[src/rtl/switch_cfg_regs_pkg.sv]
// Shared types and constants for the switch configuration register bank.
package switch_cfg_regs_pkg;

   typedef enum logic [1:0] {
      ST_IDLE     = 2'd0,
      ST_ACK      = 2'd1,
      ST_WAIT_REL = 2'd2
   } hs_state_t;

   localparam logic [7:0] DEF_CTRL_ADDR = 8'h10;
   localparam logic [7:0] DEF_STAT_ADDR = 8'h11;

   localparam int CTRL_EN_BIT   = 0;
   localparam int CTRL_LOCK_BIT = 1;

   localparam logic DIR_WR = 1'b1;
   localparam logic DIR_RD = 1'b0;

endpackage

[src/rtl/switch_cfg_regs_if.sv]
// Memory-style request/ack bus between a configuration master and the register bank.
interface switch_cfg_regs_if;
   logic       sel_en;
   logic [7:0] addr;
   logic [7:0] wr_data;
   logic       wr_rd_s;
   logic [7:0] rd_data;
   logic       ack;

   modport master (output sel_en, addr, wr_data, wr_rd_s, input rd_data, ack);
   modport slave  (input sel_en, addr, wr_data, wr_rd_s, output rd_data, ack);
endinterface

[src/rtl/switch_cfg_regs_mem_slave_hs.sv]
// Handshake FSM: turns a held sel_en into one accept pulse and one registered ack cycle.
module mem_slave_hs
   import switch_cfg_regs_pkg::*;
(
   input  logic clk,
   input  logic rst_n,
   input  logic sel_en,
   output logic accept,
   output logic ack
);

   hs_state_t state_r;
   logic      ack_r;

   // The accept pulse marks the edge on which the request is captured and committed.
   assign accept = (state_r == ST_IDLE) && sel_en;
   assign ack    = ack_r;

   // State register with registered ack, synchronous active-low reset.
   always_ff @(posedge clk) begin
      if (!rst_n) begin
         state_r <= ST_IDLE;
         ack_r   <= 1'b0;
      end else begin
         case (state_r)
            ST_IDLE: begin
               if (sel_en) begin
                  state_r <= ST_ACK;
                  ack_r   <= 1'b1;
               end else begin
                  ack_r   <= 1'b0;
               end
            end
            ST_ACK: begin
               ack_r   <= 1'b0;
               state_r <= sel_en ? ST_WAIT_REL : ST_IDLE;
            end
            ST_WAIT_REL: begin
               ack_r <= 1'b0;
               if (!sel_en) begin
                  state_r <= ST_IDLE;
               end
            end
            default: begin
               state_r <= ST_IDLE;
               ack_r   <= 1'b0;
            end
         endcase
      end
   end

endmodule

[src/rtl/switch_cfg_regs.sv]
// Switch configuration register bank: per-port destination addresses, control and status,
// accessed over a single-outstanding request/ack bus.
module switch_cfg_regs
   import switch_cfg_regs_pkg::*;
#(
   parameter int         NUM_PORTS = 4,
   parameter logic [7:0] CTRL_ADDR = DEF_CTRL_ADDR,
   parameter logic [7:0] STAT_ADDR = DEF_STAT_ADDR
) (
   input  logic                   clk,
   input  logic                   rst_n,
   switch_cfg_regs_if.slave       mem,
   output logic [NUM_PORTS*8-1:0] port_addr,
   output logic                   sw_en,
   output logic                   cfg_locked
);

   logic                   accept_s;
   logic                   ack_s;
   logic                   is_port_s;
   logic                   is_ctrl_s;
   logic                   is_stat_s;
   logic [7:0]             port_rd_s;
   logic [7:0]             rd_val_s;
   logic                   commit_s;
   logic                   err_set_s;
   logic                   err_clr_s;

   logic [NUM_PORTS*8-1:0] port_addr_r;
   logic                   sw_en_r;
   logic                   cfg_locked_r;
   logic                   err_r;
   logic [6:0]             wr_cnt_r;
   logic [7:0]             rd_data_r;

   mem_slave_hs u_hs (
      .clk    (clk),
      .rst_n  (rst_n),
      .sel_en (mem.sel_en),
      .accept (accept_s),
      .ack    (ack_s)
   );

   assign mem.ack     = ack_s;
   assign mem.rd_data = rd_data_r;
   assign port_addr   = port_addr_r;
   assign sw_en       = sw_en_r;
   assign cfg_locked  = cfg_locked_r;

   // Address decode, read mux and commit/error qualification for the access being accepted.
   always_comb begin
      is_port_s = 1'b0;
      port_rd_s = 8'h00;
      for (int i = 0; i < NUM_PORTS; i++) begin
         is_port_s = is_port_s | (mem.addr == 8'(i));
         port_rd_s = port_rd_s | ({8{mem.addr == 8'(i)}} & port_addr_r[8*i +: 8]);
      end
      is_ctrl_s = (mem.addr == CTRL_ADDR);
      is_stat_s = (mem.addr == STAT_ADDR);

      if (is_port_s) begin
         rd_val_s = port_rd_s;
      end else if (is_ctrl_s) begin
         rd_val_s = {6'b000000, cfg_locked_r, sw_en_r};
      end else if (is_stat_s) begin
         rd_val_s = {wr_cnt_r, err_r};
      end else begin
         rd_val_s = 8'h00;
      end

      // A STAT write is a valid access (it carries the err W1C) and therefore counts as committed.
      if (accept_s && (mem.wr_rd_s == DIR_WR)) begin
         commit_s  = (is_port_s && !cfg_locked_r) || is_ctrl_s || is_stat_s;
         err_set_s = (is_port_s && cfg_locked_r) || !(is_port_s || is_ctrl_s || is_stat_s);
         err_clr_s = is_stat_s && mem.wr_data[0];
      end else if (accept_s) begin
         commit_s  = 1'b0;
         err_set_s = !(is_port_s || is_ctrl_s || is_stat_s);
         err_clr_s = 1'b0;
      end else begin
         commit_s  = 1'b0;
         err_set_s = 1'b0;
         err_clr_s = 1'b0;
      end
   end

   // Register storage, write counter, sticky error and read-data capture.
   always_ff @(posedge clk) begin
      if (!rst_n) begin
         port_addr_r  <= '0;
         sw_en_r      <= 1'b0;
         cfg_locked_r <= 1'b0;
         err_r        <= 1'b0;
         wr_cnt_r     <= 7'd0;
         rd_data_r    <= 8'h00;
      end else begin
         rd_data_r <= (accept_s && (mem.wr_rd_s == DIR_RD)) ? rd_val_s : 8'h00;
         if (commit_s) begin
            wr_cnt_r <= wr_cnt_r + 7'd1;
            for (int i = 0; i < NUM_PORTS; i++) begin
               if (mem.addr == 8'(i)) begin
                  port_addr_r[8*i +: 8] <= mem.wr_data;
               end
            end
            if (is_ctrl_s) begin
               sw_en_r      <= mem.wr_data[CTRL_EN_BIT];
               cfg_locked_r <= mem.wr_data[CTRL_LOCK_BIT];
            end
         end
         if (err_set_s) begin
            err_r <= 1'b1;
         end else if (err_clr_s) begin
            err_r <= 1'b0;
         end
      end
   end

endmodule
[src/flat_wrapper.sv]
// flat-port wrapper written by rule: the top's interface ports become plain ports
module switch_cfg_regs_flat import switch_cfg_regs_pkg::*;
#(
   parameter int         NUM_PORTS = 4,
   parameter logic [7:0] CTRL_ADDR = DEF_CTRL_ADDR,
   parameter logic [7:0] STAT_ADDR = DEF_STAT_ADDR
)
  (clk, rst_n, port_addr, sw_en, cfg_locked, mem_sel_en, mem_addr, mem_wr_data, mem_wr_rd_s, mem_rd_data, mem_ack);
  switch_cfg_regs_if mem_i ();
  input  logic clk;
  input  logic rst_n;
  output logic [NUM_PORTS*8-1:0] port_addr;
  output logic sw_en;
  output logic cfg_locked;
  input wire logic [$bits(mem_i.sel_en)-1:0] mem_sel_en;
  input wire logic [$bits(mem_i.addr)-1:0] mem_addr;
  input wire logic [$bits(mem_i.wr_data)-1:0] mem_wr_data;
  input wire logic [$bits(mem_i.wr_rd_s)-1:0] mem_wr_rd_s;
  output wire logic [$bits(mem_i.rd_data)-1:0] mem_rd_data;
  output wire logic [$bits(mem_i.ack)-1:0] mem_ack;
  assign mem_i.sel_en = mem_sel_en;
  assign mem_i.addr = mem_addr;
  assign mem_i.wr_data = mem_wr_data;
  assign mem_i.wr_rd_s = mem_wr_rd_s;
  assign mem_rd_data = mem_i.rd_data;
  assign mem_ack = mem_i.ack;
  switch_cfg_regs #(.NUM_PORTS(NUM_PORTS), .CTRL_ADDR(CTRL_ADDR), .STAT_ADDR(STAT_ADDR)) u_core (.clk(clk), .rst_n(rst_n), .mem(mem_i), .port_addr(port_addr), .sw_en(sw_en), .cfg_locked(cfg_locked));
endmodule
[config.mk]
export PLATFORM = sky130hd
export DESIGN_NAME = switch_cfg_regs_flat
export DESIGN_NICKNAME = d
export VERILOG_FILES = /design/src/rtl/switch_cfg_regs_pkg.sv /design/src/rtl/switch_cfg_regs_if.sv /design/src/rtl/switch_cfg_regs_mem_slave_hs.sv /design/src/rtl/switch_cfg_regs.sv /design/src/flat_wrapper.sv
export SDC_FILE = /design/constraint.sdc
export NUM_CORES = 1
export LEC_CHECK = 0
export CORE_MARGIN = 1
export CORE_UTILIZATION = 52
export DETAILED_ROUTE_END_ITERATION = 10
export GPL_TIMING_DRIVEN = 0
export PLACE_DENSITY = 0.86
export SLEW_MARGIN = 20
export SYNTH_ARGS = -nofsm -noshare
export SYNTH_HDL_FRONTEND = slang
export SYNTH_HIERARCHICAL = 1
export SYNTH_SLANG_ARGS = --single-unit
[constraint.sdc]
create_clock -name clk -period 2.8 [get_ports clk]
set_input_delay 0.28 -clock clk [delete_from_list [all_inputs] [get_ports clk]]
set_output_delay 0.28 -clock clk [all_outputs]
set_load 0.01 [all_outputs]
After elaboration in Yosys (flattened, before gate mapping)
Cells that the tools add are included.
- bits in registers: 53
- input port bits: 20
- output and inout bits: 43
- add/sub/neg operators: 1
- eq/ne operators: 9
- mux-type cells: 14
- bitwise operators: 11
- reductions and logical operators: 24
- operators by type and width (operator ; number):
    bitwise AND 8 bit ; 4
    two-way mux 8 bit ; 3
    bitwise OR 8 bit ; 3
    == test 8 x 2 -> 1 bit (second input constant) ; 2
    == test 8 x 5 -> 1 bit (second input constant) ; 2
    AND reduction 2 bit ; 8
    == test 8 x 1 -> 1 bit (second input constant) ; 1
    zero test 8 bit ; 1
    adder 7 x 1 -> 7 bit (second input constant) ; 1
    two-way mux 1 bit ; 7
    logical AND 1 bit ; 6
    two-way mux 2 bit ; 3
    case mux 2 bit (3 select lines) ; 1
    logical OR 1 bit ; 5
    != test 2 bit (second input constant) ; 2
    bitwise OR 1 bit ; 3
    == test 2 x 1 -> 1 bit (second input constant) ; 1
    == test 2 bit (second input constant) ; 1
    zero test 1 bit ; 2
    zero test 2 bit ; 1
    nonzero test 2 bit ; 1
    NOT 1 bit ; 1

Logic depth before layout (Yosys ltp)
- depth in word-level cells: 10
- mapped depth: 6
- depth with buffers taken out: 5

Cells and area by module
The synthesis kept the hierarchy.
- by module, submodules not included (module ; times used ; cells each ; area each (um^2)):
    switch_cfg_regs ; 1 ; 236 ; 2278.4
    mem_slave_hs ; 1 ; 9 ; 93.8

Worst setup path after synthesis
Ideal clock, no wire load.
- kind: reg-to-reg
- start point: register u_core.u_hs.state_r[0]
- end point: register u_core.port_addr_r[8] (netlist: u_core/port_addr[8])
- setup time: 0.122 ns
- data arrival time: 1.769 ns
- path slack: 0.909 ns
- cell stages (with the launch flop): 7
- clock period less this slack: 1.891 ns
- cell sequence: dfxtp_1 > nor3b_1 > and2_1 > nand3b_4 > or4b_4 > buf_6 > mux2i_1
- cells in the longest elaborated chain, start to end: 5
- RTL lines (element ; RTL line ; text):
    from (decl) ; switch_cfg_regs_mem_slave_hs.sv:12 ; hs_state_t state_r;
    from (signal assigned) ; switch_cfg_regs_mem_slave_hs.sv:36 ; state_r <= sel_en ? ST_WAIT_REL : ST_IDLE;
    zero test 2 bit ; switch_cfg_regs_mem_slave_hs.sv:16 ; assign accept = (state_r == ST_IDLE) && sel_en;
    logical AND 1 bit ; switch_cfg_regs_mem_slave_hs.sv:16 ;
    named net u_core.accept_s ; switch_cfg_regs.sv:18 ; logic accept_s;
    logical AND 1 bit ; switch_cfg_regs.sv:72 ; if (accept_s && (mem.wr_rd_s == DIR_WR)) begin
    two-way mux 1 bit ; switch_cfg_regs.sv:72 ;
    AND reduction 2 bit (no source line) ; n/a ;
    to (signal, indexed assignment) ; switch_cfg_regs.sv:102 ; port_addr_r[8*i +: 8] <= mem.wr_data;
    to (decl) ; switch_cfg_regs.sv:29 ; logic [NUM_PORTS*8-1:0] port_addr_r;
The timed path passes the listed nets, and every way through them passes these cells.
A chain may end at the register's enable or synchronous reset.

Worst setup path in the final report
- start point: input port mem_sel_en
- end point: register u_core.port_addr_r[30] (netlist: u_core/port_addr[30])
- cells in the longest elaborated chain, start to end: 4
- RTL lines (element ; RTL line ; text):
    from (decl) ; flat_wrapper.sv:15 ; input wire logic [$bits(mem_i.sel_en)-1:0] mem_sel_en;
    logical AND 1 bit ; switch_cfg_regs_mem_slave_hs.sv:16 ;
    named net u_core.accept_s ; switch_cfg_regs.sv:18 ;
    logical AND 1 bit ; switch_cfg_regs.sv:72 ;
    two-way mux 1 bit ; switch_cfg_regs.sv:72 ;
    AND reduction 2 bit (no source line) ; n/a ;
The timed path passes the listed nets, and every way through them passes these cells.

==> impl_metrics.tcl <==
set metrics [dict create \
    outcome "completed" \
    ys.flop_type "dfxtp_1" \
    routabilityCongestion 0.792 \
    grt_start_max_net_pins 19 \
    crit_path_start_kind "primary input" \
    ff2ff_setup_slack_ns 0.61 \
    numCtsBuffers 5 \
    drv_cap 0 \
    finClkSkew_ns 0.00473 \
    fp.dieW_um 69.5 \
    holdWs_ns 0.448 \
    max_freq_mhz 444 \
    hpwl_mm 4.38 \
    first_iter_violations 146 \
    synth_top_area_cell "dfxtp_1" \
    synth_most_common_cell "nand2_1" \
    path_class "in2reg" \
    synth_top_area_frac 0.447 \
    period_share 0.805 \
    rsz0062_at_grt "false" \
    post_drt_wl_per_cell_um 16.5 \
    slew_violations 0 \
    clockRootBuffer "clkbuf_8" \
    holdBufCountCts 0 \
    arrival_ns 2.50 \
    ctsHtreeMaxLevel 2 \
    cts_resized 0 \
    antenna_found_initial 0 \
    io_pins 63 \
    grt_pass1_vias 2006 \
    yosysSeqAreaShare 0.447 \
    drtAntennaViolNets 0 \
    min_period_ns 2.25 \
    synth_edf_count 0 \
    clock-sinks 53 \
    die-area_um2 4840 \
    cp_slowest_cell "nor4_4" \
    vias 2102 \
    tns_ns 0 \
    tightest_slew_ns 0.745 \
    clkLatencyLatePin_ns 0.31 \
    cts_setup_buffers 0 \
    max_stage_delay_ns 0.70 \
    netlist_instances 245 \
    hold_class "in2reg" \
    drive_gt1_frac 0.0799 \
    path_clk_slew_ns 0.10 \
    setup_viol 0 \
    avgSynthCellArea_um2 9.68 \
    io_buffers 60 \
    synth_seq_cells 53 \
    wirelength_mm 6.01 \
    synth_area_um2 2370 \
    cts_tree "built" \
    required_ns 3.04 \
    std_cell_rows 24 \
    synth_top_cells_by_count "nand2_1 (54), dfxtp_1 (53), mux2i_1 (39), a22o_1 (12), a21oi_1 (11)" \
    viasPerCell 5.76 \
    ys_warn_count 6 \
    final_nets 333 \
    path_cells "clkdlybuf4s50_1 > nor3b_1 > and2_1 > nand3b_4 > nor4_4 > mux2i_1" \
    endpoint_kind "register" \
    p_total_mw 1.31 \
    core_area_um2 4380 \
    drcViolationCount 0 \
    clk_path_buf_depth 2 \
    start_util 0.541 \
    slew_headroom 0.500 \
    synthToLayoutAreaGrowth_pct 32.1 \
    p_leak_nw 1.19 \
    die_h_um 69.5 \
    grtUsageTotal 0.251 \
    grt_pass1_wl_mm 9.65 \
    firstDrtPassIters 5 \
    synth_area_leaders "dfxtp_1 (45%), mux2i_1 (16%), nand2_1 (8.5%), a22o_1 (4.4%), a21oi_1 (2.3%)" \
    ys_types 41 \
    finalHoldViolCount 0 \
    power.density_nw_per_um2 420 \
    async_flop_share 0 \
    critPathMaxFanout 8 \
    vdd_drop_max_mv 0.373 \
    syn_nets 266 \
    grt_overflow 0 \
    n_antenna_cell 0 \
]
==> layout make-up <==
cell class,instances,area [um2]
tap,52,65.1
clock inverter,3,26.3
sequential,53,1060
fill,359,1250
buffer,13,66.3
timing repair buffer,60,601
inverter,3,11.3
multi-input combinational,176,1230
clock buffer,5,68.8
==> sequential cells by signal, summed over array words and instances, names as in the netlist <==
register and flops:
u_core/port_addr 32, u_core/mem.rd_data 8, u_core/wr_cnt_r 7, u_core/u_hs/state_r 2
u_core/cfg_locked 1, u_core/err_r 1, u_core/sw_en 1, u_core/u_hs/ack 1
==> final timing paths <==
| kind | from | endpoint | depth (start not counted) |
|---|---|---|---|
| hold / removal | mem_addr[0] | u_core/sw_en | 3 |
| hold reg to reg | u_core/port_addr[18] | u_core/port_addr[18] | 2 |
| setup / recovery | mem_sel_en | u_core/port_addr[30] | 6 |
| setup reg to reg | u_core/u_hs/state_r[0] | u_core/port_addr[30] | 5 |
==> critical path: cells and delay by family <==
kind                   cells  cell delay (ns)
multiplexers               1             0.27
buffers and inverters      1             0.47
AND/OR/NAND/NOR            4             1.46
==> kinds of logic (layout without fill, tap and decap cells) <==
| logic type | count (synthesis) | in the layout | synth area share |
|---|---|---|---|
| AND/OR/NAND/NOR | 95 | 95 | 0.212 |
| flip-flops | 53 | 53 | 0.447 |
| multiplexers | 41 | 41 | 0.184 |
| AO/OA/AOI/OAI | 37 | 37 | 0.112 |
| buffers and inverters | 16 | 84 | 0.0327 |
| XOR/XNOR | 2 | 2 | 0.00739 |
| adder cells (fa/ha/maj) | 1 | 1 | 0.00527 |
==> layer usage <==
layer	track usage	share of wire
met1	0.324	0.44
met2	0.425	0.49
met3	0.0451	0.049
met4	0.0794	0.011
met5	0	0
==> power breakdown <==
group | switching [mW] | internal, mW
registers | 0.00306 | 0.758
clock network | 0.271 | 0.182
logic | 0.0585 | 0.0430
==> through the flow <==
stage	instance area, um2	util	cells	worst slack, ns
2_1_floorplan	2370	-	245	0.909
3_3_place_gp	3040	0.693	357	0.258
3_5_place_dp	3040	0.693	357	0.222
4_1_cts	3130	0.715	365	0.557
5_1_grt	3130	0.715	365	0.407
6_report	3130	0.715	365	0.546
==> layout by cell type (no fill, tap or decap), types with 4 or more instances in the layout <==
cell             netlist  layout
a21oi_1               11      11
a22o_1                12      12
a22oi_1                6       6
buf_2                  5       5
clkbuf_1               6       6
clkbuf_8               0       5
clkdlybuf4s50_1        0      60
dfxtp_1               53      53
mux2i_1               39      39
nand2_1               54      54
nor2_1                 8       8
nor3_1                 4       4
or3_1                  5       5
Note: power is estimated with default switching activity, not from simulation.
